### src/rtl/count_window_scheduler.sv
// Round-robin arbiter that lends one event counter to NUM_REQ clients, one
// counting window per grant, and publishes each finished window's result.
module count_window_scheduler #(
    parameter int NUM_REQ = 4,
    parameter int CNT_W   = 4,
    parameter int LEN_W   = 8
) (
    input  logic               clk,
    input  logic               reset,
    input  logic [NUM_REQ-1:0] req,
    input  logic [LEN_W-1:0]   window_len,
    input  logic               event_in,
    output logic [NUM_REQ-1:0] grant,
    output logic               busy,
    output logic [CNT_W-1:0]   count_out,
    output logic               overflow,
    output logic               done
);

    localparam int IDX_W = (NUM_REQ > 1) ? $clog2(NUM_REQ) : 1;

    typedef enum logic [1:0] {IDLE, CLEAR, COUNT, REPORT} state_t;

    state_t             state_q, state_d;
    logic [NUM_REQ-1:0] grant_q, grant_d;
    logic               busy_q, busy_d;
    logic               done_q, done_d;
    logic [CNT_W-1:0]   count_out_q, count_out_d;
    logic               overflow_q, overflow_d;
    logic [CNT_W-1:0]   cnt_q, cnt_d;
    logic               ovf_q, ovf_d;
    logic [LEN_W-1:0]   len_q, len_d;
    logic [LEN_W-1:0]   remaining_q, remaining_d;
    logic [IDX_W-1:0]   ptr_q, ptr_d;
    logic [IDX_W-1:0]   winner_q, winner_d;

    logic               pick_valid;
    logic [IDX_W-1:0]   pick_idx;
    logic [IDX_W-1:0]   cand;
    logic [IDX_W-1:0]   winner_next;
    logic [CNT_W:0]     inc;

    // Scanning downward lets the candidate closest to ptr overwrite the rest.
    always_comb begin
        pick_valid = 1'b0;
        pick_idx   = '0;
        cand       = '0;
        for (int i = NUM_REQ - 1; i >= 0; i--) begin
            cand = IDX_W'((int'(ptr_q) + i) % NUM_REQ);
            if (req[cand]) begin
                pick_valid = 1'b1;
                pick_idx   = cand;
            end
        end
    end

    assign winner_next = (winner_q == IDX_W'(NUM_REQ - 1)) ? '0 : winner_q + IDX_W'(1);
    assign inc         = {1'b0, cnt_q} + (CNT_W + 1)'(1);

    always_comb begin
        state_d     = state_q;
        grant_d     = grant_q;
        busy_d      = busy_q;
        done_d      = 1'b0;
        count_out_d = count_out_q;
        overflow_d  = overflow_q;
        cnt_d       = cnt_q;
        ovf_d       = ovf_q;
        len_d       = len_q;
        remaining_d = remaining_q;
        ptr_d       = ptr_q;
        winner_d    = winner_q;

        unique case (state_q)
            IDLE: begin
                if (pick_valid) begin
                    winner_d = pick_idx;
                    grant_d  = NUM_REQ'(1) << pick_idx;
                    busy_d   = 1'b1;
                    len_d    = window_len;
                    state_d  = CLEAR;
                end
            end
            CLEAR: begin
                if (!req[winner_q]) begin
                    state_d = IDLE;
                    grant_d = '0;
                    busy_d  = 1'b0;
                    ptr_d   = winner_next;
                end else begin
                    cnt_d       = '0;
                    ovf_d       = 1'b0;
                    remaining_d = len_q;
                    if (len_q != '0) begin
                        state_d = COUNT;
                    end else begin
                        state_d     = REPORT;
                        count_out_d = '0;
                        overflow_d  = 1'b0;
                        done_d      = 1'b1;
                    end
                end
            end
            COUNT: begin
                if (!req[winner_q]) begin
                    state_d = IDLE;
                    grant_d = '0;
                    busy_d  = 1'b0;
                    ptr_d   = winner_next;
                end else begin
                    if (event_in) begin
                        cnt_d = inc[CNT_W-1:0];
                        ovf_d = ovf_q | inc[CNT_W];
                    end
                    remaining_d = remaining_q - LEN_W'(1);
                    // The last sample's event is already folded into cnt_d/ovf_d here.
                    if (remaining_q == LEN_W'(1)) begin
                        state_d     = REPORT;
                        count_out_d = cnt_d;
                        overflow_d  = ovf_d;
                        done_d      = 1'b1;
                    end
                end
            end
            REPORT: begin
                state_d = IDLE;
                grant_d = '0;
                busy_d  = 1'b0;
                ptr_d   = winner_next;
            end
            default: state_d = IDLE;
        endcase
    end

    always_ff @(posedge clk) begin
        if (!reset) begin
            state_q     <= IDLE;
            grant_q     <= '0;
            busy_q      <= 1'b0;
            done_q      <= 1'b0;
            count_out_q <= '0;
            overflow_q  <= 1'b0;
            cnt_q       <= '0;
            ovf_q       <= 1'b0;
            len_q       <= '0;
            remaining_q <= '0;
            ptr_q       <= '0;
            winner_q    <= '0;
        end else begin
            state_q     <= state_d;
            grant_q     <= grant_d;
            busy_q      <= busy_d;
            done_q      <= done_d;
            count_out_q <= count_out_d;
            overflow_q  <= overflow_d;
            cnt_q       <= cnt_d;
            ovf_q       <= ovf_d;
            len_q       <= len_d;
            remaining_q <= remaining_d;
            ptr_q       <= ptr_d;
            winner_q    <= winner_d;
        end
    end

    assign grant     = grant_q;
    assign busy      = busy_q;
    assign done      = done_q;
    assign count_out = count_out_q;
    assign overflow  = overflow_q;

endmodule

### config.mk
export PLATFORM = sky130hd
export DESIGN_NAME = count_window_scheduler
export DESIGN_NICKNAME = d
export VERILOG_FILES = /design/src/rtl/count_window_scheduler.sv
export SDC_FILE = /design/constraint.sdc
export NUM_CORES = 1
export LEC_CHECK = 0
export ABC_CLOCK_PERIOD_IN_PS = 2900
export BUFFER_PORTS_ARGS = -buffer_cell sky130_fd_sc_hd__buf_4
export CELL_PAD_IN_SITES_DETAIL_PLACEMENT = 0
export CELL_PAD_IN_SITES_GLOBAL_PLACEMENT = 1
export CORE_UTILIZATION = 46
export DETAILED_ROUTE_END_ITERATION = 7
export MAX_ROUTING_LAYER = met4
export PLACE_DENSITY = 0.9
export SLEW_MARGIN = 0
export SYNTH_ARGS = -nofsm -noshare
export SYNTH_HDL_FRONTEND = slang
export SYNTH_SLANG_ARGS = --single-unit
### constraint.sdc
create_clock -name clk -period 2.9 [get_ports clk]
set_input_delay 0.29 -clock clk [delete_from_list [all_inputs] [get_ports clk]]
set_output_delay 0.29 -clock clk [all_outputs]
set_load 0.05 [all_outputs]
# --- Yosys cells after proc, flatten, opt, wreduce, memory -nomap -nowiden ---
# Cells that the tools add are included.
word_totals:
  in_bits: 15
  word_cells: 107
  output_inout_bits: 11
  regBits: 38
classes:
  n_eq_ne: 12
  n_addsub: 6
  reduce_logical: 11
  n_lt_le_gt_ge: 5
  n_mux: 59
  bitwise_logic: 1
  n_shift: 1
op_table:
  columns: ["op", "n"]
  rows:
  - ["2-to-1 mux 4 bit", 9]
  - ["2-to-1 mux 1 bit", 23]
  - ["2-to-1 mux 2 bit", 10]
  - ["2-to-1 mux 8 bit", 2]
  - ["one-hot mux 4 bit (2 select lines)", 2]
  - ["one-hot mux 8 bit (2 select lines)", 1]
  - ["< comparator 2 x 3 -> 1 bit (second input constant)", 5]
  - ["inequality test 2 bit (second input constant)", 6]
  - ["one-hot mux 4 bit (3 select lines)", 1]
  - ["binary-select mux 1 bit (select 2 bit)", 5]
  - ["equality test 8 x 1 -> 1 bit (second input constant)", 1]
  - ["one-hot mux 2 bit (4 select lines)", 1]
  - ["AND reduction 2 bit", 4]
  - ["nonzero test 8 bit", 1]
  - ["subtractor 8 x 1 -> 8 bit (second input constant)", 1]
  - ["equality test 2 bit (second input constant)", 3]
  - ["one-hot mux 1 bit (2 select lines)", 3]
  - ["adder 4 x 1 -> 5 bit (second input constant)", 1]
  - ["AND reduction 5 bit", 1]
  - ["adder 2 x 1 -> 2 bit (second input constant)", 2]
  - ["adder 2 bit (second input constant)", 2]
  - ["one-hot mux 2 bit (2 select lines)", 1]
  - ["nonzero test 2 bit", 2]
  - ["left shift 1 x 2 -> 4 bit (first input constant)", 1]
  - ["other kinds (7)", 7]

# --- Longest topological paths before layout ---
depth:
  word_depth: 10
  ltp_mapped: 8
  depth_no_buf: 6

# --- Worst setup path before layout ---
# OpenSTA, ideal clock, no wires.
synth_timing:
  path_kind: "register -> register"
  from: "register remaining_q[0]"
  to: "register count_out_q[2], in the netlist count_out[2]"
  setup_time_ps: 116
  period_less_slack_ps: 1795
  path_buffers: 0
  path_stages_with_launch: 6
  slack_ps: 1105
  t_arrival_ps: 1679
  t_required_ps: 2784
  cell_sequence: "dfxtp_1 -> ha_1 -> or4b_1 -> o21a_1 -> o311a_1 -> a41o_1"
synth_between:
  elab_chain_cells: 3
synth_rtl:
  columns: ["item", "line", "source"]
  rows:
  - ["start, declared", "33", "logic [LEN_W-1:0] remaining_q, remaining_d;"]
  - ["start signal, assigned", "159", "remaining_q <= remaining_d;"]
  - ["equality test 8 x 1 -> 1 bit", "117", "if (remaining_q == LEN_W'(1)) begin"]
  - ["inequality test 2 bit (no line)", null, null]
  - ["AND reduction 5 bit (no line)", null, null]
  - ["end signal, assigned", "154", "count_out_q <= count_out_d;"]
  - ["end, declared", "28", "logic [CNT_W-1:0] count_out_q, count_out_d;"]
# No other way between the ends.
# A chain may end at the register's enable or synchronous reset.

# --- Worst setup path after layout ---
layout_timing:
  from: "register winner_q[0]"
  to: "register count_out_q[2], in the netlist count_out[2]"
layout_between:
  elab_chain_cells: 4
  word_cells_on_any_way: 5
  classes_between: "eq/ne (2); mux (2); reduce/logical (1)"
layout_rtl:
  columns: ["item", "line", "source"]
  rows:
  - ["start, declared", "35", "logic [IDX_W-1:0] winner_q, winner_d;"]
  - ["start signal, assigned", "161", "winner_q <= winner_d;"]
  - ["binary-select mux 1 bit (select 2 bit) (*)", "85, 105", null]
  - ["2-to-1 mux 1 bit (implied by the code) (*)", "85, 105", null]
  - ["inequality test 2 bit (no line)", null, null]
  - ["AND reduction 5 bit (no line) (*)", null, null]
# Mark *: on every way between the ends. The rest lies on a longest branch, timed or not. The select of a mux whose other input is x is not followed.

==> metrics.yaml <==
status:
  status: "complete, no violations"
sta:
  skew_ps: 3.87
  period_share: 0.664
  slew_headroom: 0.561
  rsz0062_at_grt: "no"
  slew_violations: 0
  worst_pin_slew_ps: 659
  fmax_mhz: 519
  setup_tns_ps: 0
  period_needed_ps: 1930
  setup-violations-final: 0
  hold_viol: 0
clock_tree:
  path_clk_slew_ps: 70
  cts_max_path_buffers: 2
  cts_tree: "done"
  cts_buffers: 5
  post_cts_buffers: 0
  ctsHtreeMaxLevel: 2
  cts_resized: 0
  cts-root-buf: "clkbuf_8"
  clk_latency_ps: 280
  cts_hold_buf: 0
  numClockSinks: 38
cells_and_area:
  multi_input_area_sq_um: 1180
  final_area_sq_um: 2300
  fillers: 403
  layout-drive-gt1-share: 0.143
  seq_area_sq_um: 761
  layout_common_cells: "40 x nand2_1, 38 x dfxtp_1, 27 x buf_4, 17 x a21boi_0, 17 x nand3_1"
  antenna_cells: 0
  area_growth_pct: 13.0
  nNetsFinal: 281
  final_common_cell: "nand2_1"
yosys:
  postSynth.asyncResetShare: 0
  ys_warn_count: 0
  syn_area_sq_um: 2040
  yosysUniqueCellTypes: 51
  synth_nets: 263
  seq_area_frac_synth: 0.373
  synth_flop_cell: "dfxtp_1"
  synth_seq_cells: 38
  syn_inst: 240
  synth_edf_count: 0
  syn_avg_cell_area_sq_um: 8.49
pwr:
  p_int_uw: 822
  cellPowerDensity_nw_per_um2: 516
  p_clk_frac: 0.285
  sw_frac_of_total: 0.309
  p_leak_uw: 0.000874
  vdd_drop_max_uv: 248
  power_uw: 1190
  pwr-share-seq: 0.489
  power.switching_uw: 367
  comb_power_share: 0.226
grt:
  grt_pass1_vias: 1639
  antenna_found_initial: 0
  grt_usage: 0.222
  top_usage_layer: "met2"
  use_met2: 0.352
  met1_usage: 0.267
  grt_max_degree: 49
  gr-total-overflow: 0
  use_met3: 0.0510
  grt_pass1_wl_mm: 7.38
routing:
  wl_per_cell_microns: 14.1
  drtPass1Iterations: 4
  ant_nets: 0
  drc_errors: 0
  via_count: 1779
  wl_mm: 4.36
  drt_iter0_markers: 112
  via_per_inst: 5.78
placement:
  io_buffers: 25
  hpwlAfterDp_mm: 3.04
  place.gp.congestion: 0.841
  placed_cell_area_sq_um: 2230
setup_path:
  r2r_slack_ps: 970
  r2r-end: "count_out[2]"
  critPathArrivalTime_ps: 2110
  crit_fanout: 15
  critPathKind: "register to register"
  r2r-start: "winner_q[0]"
  crit_start: "winner_q[0]"
  cp.required_ps: 3080
  startpoint_type: "register"
  endpoint: "count_out[2]"
  cp-end-kind: "register"
  ff2ff_path_depth: 4
floorplan:
  die_h_microns: 68.6
  die_area_sq_um: 4700
  die_w_microns: 68.6
  start_util: 0.495
  core_area_sq_um: 4120
  io_pins: 26
  rows: 23
job:
  drv_cap: 0
hold_path:
  hold_path_class: "primary input to register"
==> how the worst min path moves through the flow <==
stage	cells past startpoint	end	startpoint	slack [ps]
floorplan	2	len_q[0]	window_len[0]	430
global placement	2	overflow	overflow	450
detailed placement	2	count_out[1]	count_out[1]	450
CTS	3	len_q[0]	window_len[0]	250
global route	3	len_q[7]	window_len[7]	260
finish	3	len_q[2]	window_len[2]	260
==> stage by stage <==
| step | utilization | cells | setup slack, ps | hold WS (ps) |
|---|---|---|---|---|
| floorplan | - | 240 | 1100 | 435 |
| global placement | 0.541 | 301 | 988 | 452 |
| detailed placement | 0.541 | 301 | 976 | 449 |
| CTS | 0.560 | 308 | 970 | 252 |
| global route | 0.560 | 308 | 763 | 258 |
| finish | 0.560 | 308 | 974 | 262 |
==> state kept, by name, indices dropped and copies added (netlist names), 2 cells and up <==
name         count
count_out        4
state_q          2
len_q            8
grant            4
winner_q         2
cnt_q            4
ptr_q            2
remaining_q      8
==> routing by layer <==
metal	wire, microns	vias to the layer above
met3	156	7
li1	-	909
met2	1940	28
met5	0	-
met4	73	0
met1	2180	835
==> power by group through the flow <==
stage          clock network, uW  registers, uW  logic, uW
6_report                     338            581        269
5_1_grt                      374            587        298
4_1_cts                      352            581        269
3_5_place_dp                   0            593        267
3_3_place_gp                   0            592        266
2_1_floorplan                  0            608        181
==> kinds of logic after synthesis <==
group,share of synthesized area
buf+inv,0.0485
simple gates,0.224
flops,0.373
mux,0.0503
xor+xnor,0.0129
fa+ha+maj,0.0491
compound gates,0.242
==> layout make-up <==
class | instances | area share
Clock buffer | 7 | 0.0331
Inverter | 6 | 0.00978
Multi-Input combinational cell | 180 | 0.512
Sequential cell | 38 | 0.330
Tap cell | 50 | 0.0272
Timing Repair Buffer | 27 | 0.0880
==> Yosys cell counts (all sizes together) (2+ instances only) <==
library cell	instances	area, sq um
nand2	40	150
dfxtp	38	761
a21boi	17	128
nand3	17	85.1
clkbuf	12	45.0
o21ai	10	53.8
nor2	9	33.8
ha	8	100
mux2i	8	80.1
a21oi	7	35.0
inv	6	22.5
nor2b	6	37.5
o41ai	6	52.6
nor3	5	36.3
o21a	5	37.5
buf	4	31.3
nor4	3	18.8
o31ai	3	22.5
a21o	2	15.0
a22oi	2	15.0
a41o	2	20.0
nand2b	2	12.5
nor3b	2	15.0
or3	2	12.5
xnor2	2	17.5
==> worst max-delay path, stage by stage, from the launching register on <==
cell and delay, ps:
dfxtp_1 400, mux4_2 680, o21ai_2 320, nor3_4 160
a41o_1 260
(Power assumes the default switching activity.)
